File: config.mk
export PLATFORM = sky130hd
export DESIGN_NAME = keypad_scanner_flat
export DESIGN_NICKNAME = d
export VERILOG_FILES = /design/src/rtl/keypad_scanner_if.sv /design/src/rtl/keypad_scanner.sv /design/src/flat_wrapper.sv
export SDC_FILE = /design/constraint.sdc
export NUM_CORES = 1
export LEC_CHECK = 0
export ABC_AREA = 1
export CORE_MARGIN = 4
export CORE_UTILIZATION = 45
export CTS_CLUSTER_DIAMETER = 200
export CTS_CLUSTER_SIZE = 10
export DETAILED_ROUTE_END_ITERATION = 10
export GPL_ROUTABILITY_DRIVEN = 0
export GPL_TIMING_DRIVEN = 0
export PLACE_DENSITY = 0.69
export SLEW_MARGIN = 20
export SYNTH_ARGS = -nofsm -noshare
export SYNTH_HDL_FRONTEND = slang
export SYNTH_SLANG_ARGS = --single-unit
File: constraint.sdc
create_clock -name cclk -period 2.6 [get_ports cclk]
set_input_delay 0.39 -clock cclk [delete_from_list [all_inputs] [get_ports cclk]]
set_output_delay 0.39 -clock cclk [all_outputs]
set_load 0.01 [all_outputs]
File: src/rtl/keypad_scanner_if.sv
// Keypad scanner signal bundle: pin side (row sense, column drive) and
// decoder side (accepted codes plus press/release events).
interface keypad_scanner_if;
  logic [3:0] kypd_row_in;
  logic [3:0] kypd_col_drv;
  logic [3:0] kypd_col;
  logic [3:0] kypd_row;
  logic       key_valid;
  logic       key_press;
  logic       key_release;

  modport master (
    input  kypd_row_in,
    output kypd_col_drv, kypd_col, kypd_row, key_valid, key_press, key_release
  );

  modport slave (
    output kypd_row_in,
    input  kypd_col_drv, kypd_col, kypd_row, key_valid, key_press, key_release
  );
endinterface

File: src/rtl/keypad_scanner.sv
// 4x4 keypad front end: column-by-column scan, 2-flop row synchronizer,
// whole-scan debounce, registered column/row codes and event pulses.
module keypad_scanner #(
  parameter int SETTLE_CYCLES  = 3,
  parameter int DEBOUNCE_SCANS = 2
) (
  input logic             cclk,
  input logic             rst,
  keypad_scanner_if.master bus
);
  localparam int CNT_W = $clog2(SETTLE_CYCLES + 1);
  localparam int STB_W = (DEBOUNCE_SCANS < 2) ? 1 : $clog2(DEBOUNCE_SCANS + 1);
  // A candidate is the {column code, row code} pair; all-ones means no key.
  localparam logic [7:0] NONE = 8'hFF;

  typedef enum logic {ST_SCAN, ST_EVAL} state_t;

  logic [3:0]       r_sync1, r_sync2;
  state_t           r_state;
  logic [1:0]       r_col_idx;
  logic [CNT_W-1:0] r_cnt;
  logic [3:0]       r_col_drv;
  logic [7:0]       r_cand, r_prev;
  logic [STB_W-1:0] r_stable;
  logic [3:0]       r_col, r_row;
  logic             r_valid, r_press, r_release;

  logic             w_hit;
  logic             w_last;
  logic [STB_W-1:0] w_stable_nxt;
  logic             w_settled;

  // Two-flop synchronizer on the asynchronous row pins.
  always_ff @(posedge cclk) begin
    if (rst) begin
      r_sync1 <= 4'hF;
      r_sync2 <= 4'hF;
    end else begin
      r_sync1 <= bus.kypd_row_in;
      r_sync2 <= r_sync1;
    end
  end

  // Hit detection and the debounce counter's next value for this EVAL.
  always_comb begin
    w_hit        = r_sync2 inside {4'b1110, 4'b1101, 4'b1011, 4'b0111};
    w_last       = (r_cnt == CNT_W'(SETTLE_CYCLES));
    w_stable_nxt = STB_W'(1);
    if (r_cand == r_prev)
      w_stable_nxt = (r_stable == STB_W'(DEBOUNCE_SCANS)) ? r_stable : r_stable + STB_W'(1);
    w_settled    = (w_stable_nxt == STB_W'(DEBOUNCE_SCANS));
  end

  // Scan/eval FSM with all outputs registered.
  always_ff @(posedge cclk) begin
    if (rst) begin
      r_state   <= ST_SCAN;
      r_col_idx <= 2'd0;
      r_cnt     <= '0;
      r_col_drv <= 4'b1110;
      r_cand    <= NONE;
      r_prev    <= NONE;
      r_stable  <= '0;
      r_col     <= 4'hF;
      r_row     <= 4'hF;
      r_valid   <= 1'b0;
      r_press   <= 1'b0;
      r_release <= 1'b0;
    end else begin
      r_press   <= 1'b0;
      r_release <= 1'b0;
      unique case (r_state)
        ST_SCAN: begin
          if (w_last) begin
            r_cnt <= '0;
            // First hit in column order wins; the drive pattern is the column code.
            if (r_cand == NONE && w_hit)
              r_cand <= {r_col_drv, r_sync2};
            if (r_col_idx == 2'd3) begin
              r_state   <= ST_EVAL;
              r_col_drv <= 4'hF;
            end else begin
              r_col_idx <= r_col_idx + 2'd1;
              r_col_drv <= {r_col_drv[2:0], r_col_drv[3]};
            end
          end else begin
            r_cnt <= r_cnt + CNT_W'(1);
          end
        end
        ST_EVAL: begin
          r_state   <= ST_SCAN;
          r_col_idx <= 2'd0;
          r_cnt     <= '0;
          r_col_drv <= 4'b1110;
          r_cand    <= NONE;
          r_prev    <= r_cand;
          r_stable  <= w_stable_nxt;
          // Release takes priority; a new key is pressed one scan later.
          if (w_settled) begin
            if (r_valid && r_cand != {r_col, r_row}) begin
              r_release <= 1'b1;
              r_valid   <= 1'b0;
            end else if (!r_valid && r_cand != NONE) begin
              r_col   <= r_cand[7:4];
              r_row   <= r_cand[3:0];
              r_valid <= 1'b1;
              r_press <= 1'b1;
            end
          end
        end
      endcase
    end
  end

  assign bus.kypd_col_drv = r_col_drv;
  assign bus.kypd_col     = r_col;
  assign bus.kypd_row     = r_row;
  assign bus.key_valid    = r_valid;
  assign bus.key_press    = r_press;
  assign bus.key_release  = r_release;
endmodule

File: src/flat_wrapper.sv
// flat-port wrapper written by rule: the top's interface ports become plain ports
module keypad_scanner_flat 
#(
  parameter int SETTLE_CYCLES  = 3,
  parameter int DEBOUNCE_SCANS = 2
)
  (cclk, rst, bus_kypd_row_in, bus_kypd_col_drv, bus_kypd_col, bus_kypd_row, bus_key_valid, bus_key_press, bus_key_release);
  keypad_scanner_if bus_i ();
  input logic cclk;
  input logic rst;
  input wire logic [$bits(bus_i.kypd_row_in)-1:0] bus_kypd_row_in;
  output wire logic [$bits(bus_i.kypd_col_drv)-1:0] bus_kypd_col_drv;
  output wire logic [$bits(bus_i.kypd_col)-1:0] bus_kypd_col;
  output wire logic [$bits(bus_i.kypd_row)-1:0] bus_kypd_row;
  output wire logic [$bits(bus_i.key_valid)-1:0] bus_key_valid;
  output wire logic [$bits(bus_i.key_press)-1:0] bus_key_press;
  output wire logic [$bits(bus_i.key_release)-1:0] bus_key_release;
  assign bus_i.kypd_row_in = bus_kypd_row_in;
  assign bus_kypd_col_drv = bus_i.kypd_col_drv;
  assign bus_kypd_col = bus_i.kypd_col;
  assign bus_kypd_row = bus_i.kypd_row;
  assign bus_key_valid = bus_i.key_valid;
  assign bus_key_press = bus_i.key_press;
  assign bus_key_release = bus_i.key_release;
  keypad_scanner #(.SETTLE_CYCLES(SETTLE_CYCLES), .DEBOUNCE_SCANS(DEBOUNCE_SCANS)) u_core (.cclk(cclk), .rst(rst), .bus(bus_i));
endmodule
# After elaboration in Yosys (flattened, before gate mapping)
# Cells that the tools add are included.
# word_totals
input_bits	6
word_cells	67
ff_bits	46
output_inout_bits	15
# classes
n_reduce_logical	12
n_bitwise	3
add_sub_neg	3
mux	20
eq_ne	15
# op_table
op	count
$mux 8	2
$pmux 8 s2	1
$eq 4x4->1 const B	3
$mux 2	5
$eq 2x2->1 const B	4
$eq 8x8->1	1
$eq 8x8->1 const B	1
$mux 4	2
$ne 8x8->1	1
$ne 8x8->1 const B	1
$pmux 2 s2	2
$pmux 4 s2	1
$add 2x1->2 const B	3
$mux 1	6
$eq 4x3->1 const B	1
$ne 2x1->1 const B	2
$reduce_and 2->1	2
$reduce_and 4->1	1
$reduce_bool 4->1	1
$reduce_or 4->1	1
$logic_and 1x1->1	3
$not 1->1	3
$reduce_and 3->1	1
$reduce_or 3->1	1
other kinds (4)	4

# Depth between registers and ports, before layout
# Gate-level depths: netlist of run 1.
# logic_depth
word_depth	6
ltp_mapped	12
ltp_nobuf	11

# Least setup slack after synthesis of run 1
# OpenSTA, ideal clock, no wires.
# synth_path
path_kind	reg2reg
start	register u_core.r_cand[0]
end	register u_core.r_cand[0]
path_buffers	1
setup_time_ns	0.145
synth_period_minus_slack_ns	1.300
arrival_time_ns	1.156
path_slack_ns	1.300
path_stages_with_launch	9
required_time_ns	2.455
path_cell_list	dfxtp_1 -> buf_2 -> nand2_1 -> nor2_4 -> nand2_2 -> nor2_4 -> nand2_2 -> nand2_2 -> o211ai_1
# synth_between
elab_chain_cells	4
# synth_lines
item	line	rtl
start, declared	keypad_scanner.sv:23	logic [7:0] r_cand, r_prev;
start signal, assigned	keypad_scanner.sv:78	r_cand <= {r_col_drv, r_sync2};
$eq 8x8->1	keypad_scanner.sv:77	if (r_cand == NONE && w_hit)
$logic_and 1x1->1	keypad_scanner.sv:77	
$ne 2x1->1 (no source line)	-	
$reduce_and 2->1 (no source line)	-	
# No other way between the ends.
# A chain may end at the register's enable or synchronous reset.

# Worst setup path in the final report of run 1
# layout_path
start	register u_core.r_col[3], in the netlist u_core.bus.kypd_col[3]
end	output port bus_kypd_col[3]
# layout_rtl
item	line	rtl
start, declared	keypad_scanner.sv:25	logic [3:0] r_col, r_row;
start signal, assigned	keypad_scanner.sv:104	r_col <= r_cand[7:4];
end, declared	flat_wrapper.sv:13	output wire logic [$bits(bus_i.kypd_col)-1:0] bus_kypd_col;
# No word-level cell between the ends.

==> results of run 1 <==
## routing by layer
layer  wire [um]  share of wire, %  global-route usage, %  vias to the layer above
met2        2030                46                   26.9                       37
met5           0                 0                      0                        -
met1        2060                47                   20.7                      778
met4         108               2.4                   7.97                        0
met3         205               4.6                   3.63                        9
li1            -                 -                      -                      931
## worst paths after layout
check,slack [ns],end,cells past startpoint
setup / recovery,0.94,bus_kypd_col[3],1
hold / removal,0.42,u_core.r_sync2[0]$_SDFF_PP1_,1
setup reg to reg,1.05,u_core.bus.kypd_row[1]$_SDFFE_PP1P_,9
hold reg to reg,0.42,u_core.r_sync2[0]$_SDFF_PP1_,1
## flip-flops by register name, summed over array words and instances (netlist names)
signal and cells:
u_core.r_sync2 4, u_core.r_col_idx 2, u_core.r_stable 2, u_core.r_cnt 2, u_core.bus.kypd_row 4, u_core.bus.kypd_col 4, u_core.r_prev 8, u_core.bus.key_valid 1
u_core.bus.key_press 1, u_core.bus.key_release 1, u_core.bus.kypd_col_drv 4, u_core.r_cand 8, u_core.r_state 1, u_core.r_sync1 4
## metrics by stage
stage	util [%]	worst slack (ns)
6_report	55.8	0.939
5_1_grt	55.8	0.805
4_1_cts	55.8	0.925
3_5_place_dp	53.7	0.625
3_3_place_gp	53.7	0.659
2_1_floorplan	-	1.30
## placed cells by master (no fill, tap or decap), drive strengths merged, types with 3 or more instances in the layout
| master | instances |
|---|---|
| nand3 | 27 |
| buf | 6 |
| xnor2 | 7 |
| dfxtp | 46 |
| a21oi | 12 |
| o211ai | 8 |
| clkdlybuf4s50 | 20 |
| or2 | 10 |
| nor2 | 28 |
| inv | 36 |
| o21ai | 14 |
| ha | 3 |
| nand2 | 68 |
| clkbuf | 9 |
## cell type report
class,instances,area share [%]
multi-input combinational,186,41.5
sequential,46,36.9
timing repair buffer,20,8.02
inverter,35,5.27
clock buffer,5,2.76
tap,52,2.61
buffer,10,2.01
clock inverter,3,0.953
## cells by family after synthesis
kind of cell    Yosys count
buf+inv                  45
compound gates           37
xor+xnor                  9
flops                    46
simple gates            137
fa+ha+maj                 3
## power by group through the flow
stage	Clock (mW)	Sequential (mW)	Combinational, mW
after global routing	0.493	0.737	0.182
final	0.461	0.734	0.161
after global placement	0	0.750	0.161
after detailed placement	0	0.751	0.163
after floorplan	0	0.749	0.123
after CTS	0.470	0.734	0.163
==> flow_summary.yaml, run 1 <==
timing:
  finalHoldViolCount: 0
  fmaxAchievable_mhz: 602
  final.setup.tns_ns: 0
  slew_violations: 0
  fin_crit_ns: 1.66
  relSlewSlack_pct: 59.3
  setup_viol: 0
  tightestPinTransition_ns: 0.608
  holdWs_ns: 0.418
  period_share_pct: 63.9
  clock_skew_ns: 0.00811
  rsz0062_at_grt: "no"
cells_and_area:
  ff_latch_area_um2: 921
  diodes: 0
  areaGrowthSynthToFinish_pct: 16.7
  finish.cell_count_without_fillers: 357
  postLayoutCellArea_um2: 2490
  multiInputGateArea_um2: 1030
  fillers: 426
  nets: 313
  drive_gt1_share_pct: 17.0
cts:
  cts_buffers: 5
  path_clk_slew_ns: 0.10
  cts.sinks: 46
  postCtsSetupBuffers: 0
  cts-root-buf: "clkbuf_8"
  clockBufferDepth: 2
  htree_levels: 2
  cts_tree: "built"
  worstSkewPairLatency_ns: 0.31
  cts_hold_repair.buffers: 0
  post_cts_resized: 0
synthesis:
  ys_seq_elements: 46
  synth_mux_area_share_pct: 0
  avgSynthCellArea_um2: 7.71
  async_flop_share_pct: 0
  synthTopCellsByCount: "nand2_1, dfxtp_1, inv_1"
  synth_fa_ha_area_share_pct: 1.76
  ys_seq_area_share_pct: 43.1
  ys.flop_type: "dfxtp_1"
  synth_most_common_cell: "nand2_1"
  synth_area_leader_cell: "dfxtp_1"
  synthXorXnorAreaFrac_pct: 3.69
  synth_area_leaders: "dfxtp_1, nand2_1, nand3_1"
  synth_top_area_share_pct: 43.1
  synth_compound_area_share_pct: 11.1
  ys_types: 28
  synth_cells: 277
  synth_top_family_by_area: "simple AND/OR/NAND/NOR gates"
  syn_area_um2: 2140
  synth_edf_count: 0
  yosys_warnings: 0
  syn_nets: 286
  synth_simple_gate_area_share_pct: 31.9
critical_path:
  cp_slowest_cell: "clkdlybuf4s50_1"
  startpoint_type: "flip-flop"
  crit_arrival_ns: 1.27
  path_cells: "clkdlybuf4s50_1"
  cp.required_ns: 2.21
  path_class: "reg2out"
  crit_start: "u_core.bus.kypd_col[3]$_SDFFE_PP1P_"
  cp_max_fo: 3
  path_delay_family: "buffers and inverters"
  rr_startpoint: "u_core.r_cand[1]$_SDFFE_PP1P_"
  critical_path.n_buffers_inverters: 1
  cp-end-kind: "primary output"
  cp_slowest_stage_delay_ns: 0.56
grt:
  overflow: 0
  grt_max_degree: 17
  grt_pass1_vias: 1675
  track_usage_pct: 16.5
  antenna_found_initial: 0
  grt_pass1_wl_mm: 7.78
routing:
  antenna_left: 0
  vias: 1755
  avgRoutedWirePerCell_um: 12.4
  vias_per_cell: 4.92
  drt_iter0_drc: 121
  route.detailed.drc: 0
  drt_first_pass_iters: 5
  drt_wl_total_mm: 4.41
worst_hold_path:
  hp-class: "reg2reg"
  hp-start: "u_core.r_sync1[0]$_SDFF_PP1_"
outcome:
  status: "finished clean"
power:
  clock_power_share_pct: 34.0
  p_int_mw: 0.978
  p_sw_mw: 0.378
  p_comb_share_pct: 11.9
  seqPwrFrac_pct: 54.1
  p_per_area_nw_per_um2: 544
  p_leak_nw: 1.28
  ir_drop_v: 0.000429
  switching_share_pct: 27.9
  total_power_mw: 1.36
die:
  std_cell_rows: 24
  die_x_um: 76.9
  dieArea_um2: 5920
  initial_core_util_pct: 47.8
  die_y_um: 76.9
  core_area_um2: 4470
  ios: 21
placed_design:
  placed_area_um2: 2400
  dp_cells: 349
  portBuffers: 20
  dp.final_hpwl_mm: 3.25
flow_run:
  drv_cap: 0
(Power assumes the default switching activity.)
==> run 2, diff against run 1 <==
clock period = 1.7 ns   (was 2.6 ns; I/O delays follow)
==> run 2 against run 1 <==
Against the previous run: wire length down 0.18%; worst hold slack unchanged; combinational power up 56%; critical path depth unchanged; worst setup slack worse by 0.76 ns; clock power up 53%; core utilization up 0.14 points; die area unchanged; sequential cell count unchanged; final cell count unchanged; critical path type unchanged; highest routed layer unchanged.
==> flow_summary.yaml, run 2 (synthesis results as in run 1) <==
cts:
  worstSkewPairLatency_ns: 0.31
  clockBufferDepth: 2
  cts_hold_repair.buffers: 0
  postCtsSetupBuffers: 0
  post_cts_resized: 0
  htree_levels: 2
  cts_buffers: 5
  path_clk_slew_ns: 0.10
  cts.sinks: 46
  cts_tree: "built"
  cts-root-buf: "clkbuf_8"
die:
  ios: 21
  die_y_um: 76.9
  die_x_um: 76.9
  core_area_um2: 4470
  initial_core_util_pct: 47.8
  dieArea_um2: 5920
  std_cell_rows: 24
critical_path:
  crit_arrival_ns: 1.27
  path_delay_family: "buffers and inverters"
  startpoint_type: "flip-flop"
  cp.required_ns: 1.44
  cp_slowest_cell: "clkdlybuf4s50_1"
  cp-end-kind: "primary output"
  path_cells: "clkdlybuf4s50_1"
  cp_max_fo: 3
  cp_slowest_stage_delay_ns: 0.56
  path_class: "reg2out"
  critical_path.n_buffers_inverters: 1
grt:
  grt_pass1_vias: 1675
  antenna_found_initial: 0
  grt_pass1_wl_mm: 7.78
  track_usage_pct: 16.5
  grt_max_degree: 17
  overflow: 0
routing:
  antenna_left: 0
  vias_per_cell: 4.92
  drt_wl_total_mm: 4.40
  vias: 1756
  drt_iter0_drc: 121
  drt_first_pass_iters: 5
  route.detailed.drc: 0
  avgRoutedWirePerCell_um: 12.3
power:
  ir_drop_v: 0.000656
  p_leak_nw: 1.29
  p_per_area_nw_per_um2: 831
placed_design:
  dpl_worst_slack_ns: -0.140
  dp.final_hpwl_mm: 3.25
  portBuffers: 20
worst_hold_path:
  hp-class: "reg2reg"
cells_and_area:
  nets: 313
  diodes: 0
  drive_gt1_share_pct: 17.4
  reg_top3: "u_core.r_cand: 8 flops, u_core.r_prev: 8 flops"
  layout_common_cells: "nand2_1, dfxtp_1, inv_1"
  final_common_cell: "nand2_1"
  areaGrowthSynthToFinish_pct: 17.0
timing:
  period_share_pct: 89.8
  tightestPinTransition_ns: 0.608
  worst_slack_ns: 0.174
  fmaxAchievable_mhz: 655
  slew_violations: 0
  fin_crit_ns: 1.53
  rsz0062_at_grt: "no"
  final.setup.tns_ns: 0
  finalHoldViolCount: 0
  setup_viol: 0
  relSlewSlack_pct: 59.3
  clock_skew_ns: 0.00811
outcome:
  status: "finished clean"
flow_run:
  drv_cap: 0
==> run 2: changes by cell type in the layout (fill, tap and decap cells not counted) <==
cell | before | now
dfxtp_2 | 0 | 1
nor2_2 | 3 | 2
dfxtp_1 | 46 | 45
nor2_4 | 2 | 3
==> run 2: worst paths after layout <==
path | from | endpoint | slack (ns) | cells after the start
worst max-delay path | u_core.bus.kypd_col[3]$_SDFFE_PP1P_ | bus_kypd_col[3] | 0.17 | 1
worst min-delay path | u_core.r_sync1[0]$_SDFF_PP1_ | u_core.r_sync2[0]$_SDFF_PP1_ | 0.42 | 1
worst max register to register | u_core.r_cand[4]$_SDFFE_PP1P_ | u_core.bus.key_valid$_SDFFE_PP0P_ | 0.18 | 11
worst min register to register | u_core.r_sync1[0]$_SDFF_PP1_ | u_core.r_sync2[0]$_SDFF_PP1_ | 0.42 | 1
==> run 2: power by group <==
group | leakage [nW] | switching, mW | internal (mW) | total [mW]
clock | 0.0408 | 0.409 | 0.294 | 0.704
combinational | 0.870 | 0.154 | 0.0972 | 0.251
sequential | 0.374 | 0.0170 | 1.11 | 1.12
total | 1.29 | 0.580 | 1.50 | 2.08
==> run 2: routing by layer <==
| layer | global-route usage, % | wire (um) | up-vias |
|---|---|---|---|
| li1 | - | - | 931 |
| met3 | 3.63 | 210 | 9 |
| met1 | 20.7 | 2050 | 777 |
| met4 | 7.97 | 108 | 0 |
| met2 | 26.9 | 2030 | 39 |
| met5 | 0 | 0 | - |
==> run 2: layout make-up <==
type                            count  area [um2]
Fill cell                         425        1970
Clock inverter                      3        23.8
Clock buffer                        5        68.8
Multi-Input combinational cell    186        1040
Buffer                             10        50.0
Sequential cell                    46         922
Timing Repair Buffer               20         200
Tap cell                           52        65.1
Inverter                           35         131
==> run 2: through the flow <==
step | instances | area [um2] | power [mW] | hold slack (ns) | utilization, %
after floorplan | 277 | 2140 | 1.33 | 0.359 | -
after global placement | 349 | 2400 | 1.39 | 0.391 | 53.7
after detailed placement | 349 | 2400 | 1.40 | 0.399 | 53.7
after CTS | 357 | 2490 | 2.09 | 0.422 | 55.8
after global routing | 357 | 2500 | 2.16 | 0.433 | 55.9
final | 357 | 2500 | 2.08 | 0.418 | 55.9
